==> src/rtl/redirect_ctrl_pkg.sv <==
// Shared types and constants for the redirect/trap unit: FSM state, machine CSR
// addresses and the default trap-vector reset value.
package redirect_ctrl_pkg;

    typedef enum logic {
        IDLE  = 1'b0,
        FLUSH = 1'b1
    } state_t;

    localparam logic [11:0] CSR_MTVEC  = 12'h305;
    localparam logic [11:0] CSR_MEPC   = 12'h341;
    localparam logic [11:0] CSR_MCAUSE = 12'h342;

    localparam logic [31:0] MTVEC_RESET_DEF = 32'h8000_0100;

endpackage

==> src/rtl/redirect_ctrl_csr.sv <==
// Machine trap CSRs (mtvec, mepc, mcause): qualified write decode plus trap
// capture of the faulting PC and cause.
module redirect_csr
    import redirect_ctrl_pkg::*;
#(
    parameter logic [31:0] MTVEC_RESET = MTVEC_RESET_DEF
) (
    input  logic        clk,
    input  logic        reset,
    input  logic        i_we,
    input  logic [11:0] i_addr,
    input  logic [31:0] i_wdata,
    input  logic        i_trap,
    input  logic [31:0] i_trap_pc,
    input  logic [7:0]  i_trap_cause,
    output logic [31:0] o_mtvec,
    output logic [31:0] o_mepc,
    output logic [7:0]  o_mcause
);

    logic [31:0] r_mtvec;
    logic [31:0] r_mepc;
    logic [7:0]  r_mcause;

    // The caller never asserts i_we together with i_trap, so the order below
    // only matters for readability.
    always_ff @(posedge clk) begin
        if (reset) begin
            r_mtvec  <= MTVEC_RESET;
            r_mepc   <= 32'h0;
            r_mcause <= 8'h0;
        end else if (i_trap) begin
            r_mepc   <= {i_trap_pc[31:2], 2'b00};
            r_mcause <= i_trap_cause;
        end else if (i_we) begin
            case (i_addr)
                CSR_MTVEC:  r_mtvec  <= {i_wdata[31:2], 2'b00};
                CSR_MEPC:   r_mepc   <= {i_wdata[31:2], 2'b00};
                CSR_MCAUSE: r_mcause <= i_wdata[7:0];
                default:    ;
            endcase
        end
    end

    assign o_mtvec  = r_mtvec;
    assign o_mepc   = r_mepc;
    assign o_mcause = r_mcause;

endmodule

==> src/rtl/redirect_ctrl.sv <==
// Commit-side redirect controller: prioritises exception > mret > mispredict,
// pulses fetch and holds flush. Optional REDIRECT_PERF_EN adds event counters.
module redirect_ctrl
    import redirect_ctrl_pkg::*;
#(
    parameter int unsigned FLUSH_CYCLES = 2,
    parameter logic [31:0] MTVEC_RESET  = MTVEC_RESET_DEF
) (
    input  logic        clk,
    input  logic        reset,
    input  logic        commit_valid,
    input  logic [31:0] commit_pc,
    input  logic        commit_mispredict,
    input  logic [31:0] commit_target,
    input  logic        commit_exception,
    input  logic [7:0]  commit_mcause,
    input  logic        commit_mret,
    input  logic        csr_we,
    input  logic [11:0] csr_addr,
    input  logic [31:0] csr_wdata,
    output logic        commit_ready,
    output logic        mispredicted,
    output logic [31:0] pc_update,
    output logic        exception,
    output logic        mret,
    output logic [31:0] mtvec_ReadData,
    output logic [31:0] mepc_ReadData,
    output logic [7:0]  mcause,
`ifdef REDIRECT_PERF_EN
    output logic [31:0] mispredict_count,
    output logic [31:0] trap_count,
`endif
    output logic        flush
);

    localparam logic [3:0] FLUSH_LOAD = 4'(FLUSH_CYCLES - 1);

    state_t      r_state;
    logic [3:0]  r_cnt;
    logic        r_ready;
    logic        r_misp;
    logic        r_exc;
    logic        r_mret;
    logic        r_flush;
    logic [31:0] r_pc_update;

    logic w_idle;
    logic w_event;
    logic w_take_exc;
    logic w_take_mret;
    logic w_take_misp;
    logic w_csr_we;

    assign w_idle      = (r_state == IDLE);
    assign w_event     = w_idle & commit_valid &
                         (commit_exception | commit_mret | commit_mispredict);
    assign w_take_exc  = w_event & commit_exception;
    assign w_take_mret = w_event & ~commit_exception & commit_mret;
    assign w_take_misp = w_event & ~commit_exception & ~commit_mret;
    assign w_csr_we    = w_idle & commit_valid & csr_we & ~commit_exception;

    always_ff @(posedge clk) begin
        if (reset) begin
            r_state     <= IDLE;
            r_cnt       <= 4'd0;
            r_ready     <= 1'b1;
            r_misp      <= 1'b0;
            r_exc       <= 1'b0;
            r_mret      <= 1'b0;
            r_flush     <= 1'b0;
            r_pc_update <= 32'h0;
        end else begin
            r_misp <= 1'b0;
            r_exc  <= 1'b0;
            r_mret <= 1'b0;
            case (r_state)
                IDLE: begin
                    if (w_event) begin
                        r_exc   <= w_take_exc;
                        r_mret  <= w_take_mret;
                        r_misp  <= w_take_misp;
                        r_flush <= 1'b1;
                        r_ready <= 1'b0;
                        r_cnt   <= FLUSH_LOAD;
                        r_state <= FLUSH;
                        if (w_take_misp)
                            r_pc_update <= commit_target;
                    end
                end
                FLUSH: begin
                    if (r_cnt == 4'd0) begin
                        r_flush <= 1'b0;
                        r_ready <= 1'b1;
                        r_state <= IDLE;
                    end else begin
                        r_cnt <= r_cnt - 4'd1;
                    end
                end
                default: r_state <= IDLE;
            endcase
        end
    end

    redirect_csr #(
        .MTVEC_RESET (MTVEC_RESET)
    ) u_csr (
        .clk          (clk),
        .reset        (reset),
        .i_we         (w_csr_we),
        .i_addr       (csr_addr),
        .i_wdata      (csr_wdata),
        .i_trap       (w_take_exc),
        .i_trap_pc    (commit_pc),
        .i_trap_cause (commit_mcause),
        .o_mtvec      (mtvec_ReadData),
        .o_mepc       (mepc_ReadData),
        .o_mcause     (mcause)
    );

`ifdef REDIRECT_PERF_EN
    logic [31:0] r_misp_count;
    logic [31:0] r_trap_count;

    // Counted at the edge that raises the pulse, so each pulse adds exactly one.
    always_ff @(posedge clk) begin
        if (reset) begin
            r_misp_count <= 32'h0;
            r_trap_count <= 32'h0;
        end else begin
            if (w_take_misp)
                r_misp_count <= r_misp_count + 32'd1;
            if (w_take_exc)
                r_trap_count <= r_trap_count + 32'd1;
        end
    end

    assign mispredict_count = r_misp_count;
    assign trap_count       = r_trap_count;
`endif

    assign commit_ready = r_ready;
    assign mispredicted = r_misp;
    assign exception    = r_exc;
    assign mret         = r_mret;
    assign flush        = r_flush;
    assign pc_update    = r_pc_update;

endmodule
==> config.mk <==
export PLATFORM = sky130hd
export DESIGN_NAME = redirect_ctrl
export DESIGN_NICKNAME = d
export VERILOG_FILES = /design/src/rtl/redirect_ctrl_pkg.sv /design/src/rtl/redirect_ctrl_csr.sv /design/src/rtl/redirect_ctrl.sv
export SDC_FILE = /design/constraint.sdc
export NUM_CORES = 1
export LEC_CHECK = 0
export BUFFER_PORTS_ARGS = -buffer_cell sky130_fd_sc_hd__buf_2
export CORE_UTILIZATION = 43
export DETAILED_ROUTE_END_ITERATION = 6
export PLACE_DENSITY_LB_ADDON = 0.25
export SLEW_MARGIN = 20
export SYNTH_ARGS = -nofsm -noshare
export SYNTH_HDL_FRONTEND = slang
export SYNTH_SLANG_ARGS = --single-unit
==> constraint.sdc <==
create_clock -name clk -period 1.99 [get_ports clk]
set_clock_uncertainty 0.1 [all_clocks]
set_input_delay 0.0995 -clock clk [delete_from_list [all_inputs] [get_ports clk]]
set_output_delay 0.0995 -clock clk [all_outputs]
set_load 0.03 [all_outputs]
==> impl_metrics.ini <==
[clock_network]
clk_path_buf_depth = 2
postCtsSetupRepairBufs = 0
clock_latency_ns = 0.36
cts_made_buffers = 9
clkTransAtPathRegs_ns = 0.11
htreeDepth = 3
cts_tree = done
cts.sinks = 110
cts_root_buffer = clkbuf_8

[global_route]
grt_pass1_wl_um = 23600
grt_pass1_vias = 5022
grt.busiest_layer = met2
grtUsageMet3_pct = 5.69
grt_overflow_total = 0
met1_usage_pct = 28.8
grtUsageTotal_pct = 26.5
grt_max_degree = 61
antenna_found_initial = 0
met2_usage_pct = 49.2

[power]
internal-power_mw = 3.44
p_sw_share_pct = 27.1
clockPowerShare_pct = 32.1
p_leak_nw = 3.19
vdd_drop_max_v = 0.000429
seqPwrFrac_pct = 49.3
p_switching_mw = 1.28
combPwrFrac_pct = 18.6
power_density_nw_per_um2 = 661

[run_status]
outcome = finished, final reports clean

[detailed_routing]
route.detailed.wl_per_inst_um = 15.2
wirelength_um = 15000
firstDrtPassIters = 5
first_iter_violations = 315
drtAntennaViolNets = 0
viasPerCell = 5.04
drcViolationCount = 0
num_vias = 4973

[layout]
multiInputGateArea_um2 = 2190
fin_nets = 970
diodes = 0
drive_above_1_share_pct = 30.9
syn_to_final_growth_pct = 53.8
fill_cells = 789
seq_area_um2 = 2200

[logic_synthesis]
synth_top_area_share_pct = 47.5
yosysWarnings = 0
yosys_most_used_dff = dfxtp_1
synth.avg_cell_area_um2 = 8.66
synth_largest_area_cell = dfxtp_1
netlist_instances = 536
synthArstFlopShare_pct = 0
synth_area_leaders = dfxtp_1 (47%), mux2i_1 (8.2%), nand2b_1 (7.5%)
synthDistinctLibCells = 39
post_synth_instance_area_um2 = 4640
yosys_register_bits = 110
yosysSeqAreaShare_pct = 47.5
synth-edff-count = 0

[worst_setup_path]
crit_type = reg2reg
crit_family = simple AND/OR/NAND/NOR gates
worstSetupEndpointType = flip-flop
cp_data_required_time_ns = 2.15
arrival_ns = 2.07
worstRegToRegCells = 4
rr_startpoint = r_state$_SDFF_PP0_
critPathSlowestCell = and4_4
path_cells = and4b_1 > and4_4 > nor3_1 > nor4_1
r2r_setup_slack_ns = 0.08
cp_num_buf_inv = 0
crit_start = r_state$_SDFF_PP0_
crit_fanout = 30
r2r_end = u_csr.o_mepc[5]$_SDFFE_PP0P_
slowest_delay_ns = 0.52
start_kind = flip-flop

[place]
gp_congestion = 0.820
portBuffers = 225
post-place-ws_ns = 0.134
dp_hpwl_um = 9160

[die]
initial_core_util_pct = 44.6
die_area_um2 = 11200
ios = 232
rows = 37
die_y_um = 106
core_um2 = 10400
die_w_um = 106

[sta]
final_hold_viol_count = 0
rsz0062_at_grt = false
hold_ws_ns = 0.161
fin_setup_tns_ns = 0
clock.fmax_ghz = 0.524
timing.final.ws_setup_ns = 0.0834
max_slew_margin_pct = 42.6
post-route-period-util_pct = 95.8
tightest_slew_ns = 0.854
period_minus_slack_ns = 1.91
finalMaxSlewViolations = 0
setup_viol = 0

[min_path]
hold_path_end = r_state$_SDFF_PP0_
hold_start = reset
hold_depth = 2
hp-class = in2reg

[flow_run]
drv_cap = 0
-- registers in the layout, indices dropped and copies added, names as in the netlist, 4 cells and up --
register and flops:
u_csr.o_mepc 30, u_csr.o_mtvec 30, r_cnt 4, pc_update 32
u_csr.o_mcause 8
-- worst max-delay path by stage --
| stage | end | cells after the start |
|---|---|---|
| floorplan | u_csr.o_mtvec[10]$_SDFFE_PP0P_ | 5 |
| global placement | u_csr.o_mepc[23]$_SDFFE_PP0P_ | 4 |
| detailed placement | u_csr.o_mepc[25]$_SDFFE_PP0P_ | 4 |
| CTS | u_csr.o_mepc[25]$_SDFFE_PP0P_ | 4 |
| global route | u_csr.o_mepc[5]$_SDFFE_PP0P_ | 4 |
| finish | u_csr.o_mepc[5]$_SDFFE_PP0P_ | 4 |
-- Yosys cell counts (2+ instances only) --
master / instances
nor3_1: 63
dfxtp_1: 110
buf_2: 7
nor2_1: 46
a211oi_1: 8
nor4_1: 30
clkbuf_1: 25
xor2_1: 2
inv_1: 2
nor3_2: 2
buf_6: 6
nand2_1: 70
ha_1: 2
nand3_1: 5
buf_4: 8
nand2b_1: 56
a21oi_1: 35
mux2i_1: 38
-- routing by layer --
metal,vias to the layer above,share of wire [%]
met5,-,0
li1,2439,-
met1,2310,41
met2,195,51
met4,0,2.3
met3,29,6.2
-- metrics by stage --
stage	utilization, %	area (um^2)	std cells	power [mW]
2_1_floorplan	-	4650	539	2.80
3_3_place_gp	56.1	5850	864	3.05
3_5_place_dp	56.1	5850	864	3.07
4_1_cts	68.5	7140	986	4.74
5_1_grt	68.5	7140	986	4.92
6_report	68.5	7140	986	4.72
-- worst reg2reg max path, stage by stage, from the launching register on --
cell,delay [ns]
dfxtp_1,0.38
and4b_1,0.37
and4_4,0.52
nor3_1,0.12
nor4_1,0.33
-- kinds of logic after synthesis --
kind of cell               share of synthesized area (%)
muxes                                               8.20
AOI/OAI and AO/OA                                   5.82
DFF                                                 47.5
other                                             0.0808
buffers and inverters                               5.77
xor gates and xnor gates                           0.378
adders and majority gates                          0.539
and+or+nand+nor                                     31.8
-- power groups by stage --
stage	Sequential (mW)	Clock, mW	Combinational, mW
floorplan	2.52	0	0.278
global placement	2.37	0	0.678
detailed placement	2.38	0	0.697
CTS	2.32	1.55	0.862
global route	2.34	1.64	0.942
finish	2.33	1.52	0.878
-- layout by cell type, fill, tap and decap left out, drive strengths merged, types with 2 or more instances in the layout --
cell type and n:
conb 4, ha 2, dfxtp 110, a211oi 8
nand2 70, bufinv 2, inv 3, buf 236
nor3 65, nor2 46, nand3 5, clkbuf 10
nor4 30, a21oi 35, mux2i 38, clkinvlp 2
dlygate4sd3 106, nand4 2, nand2b 56, nor4b 2
xor2 2
-- final cells by class --
class | instances | area share, %
clock buffer | 10 | 1.93
clock inverter | 6 | 1.30
inverter | 2 | 0.105
multi-input combinational | 380 | 30.7
sequential | 110 | 30.8
tap | 136 | 2.38
timing repair buffer | 342 | 32.7
-- repair_timing --
item	CTS	global route
hold endpoints to repair	103	0
hold buffers	106	0
endpoints found under the setup margin	0	1
gates resized for setup	0	1
Power figures use the tool's default switching activity.
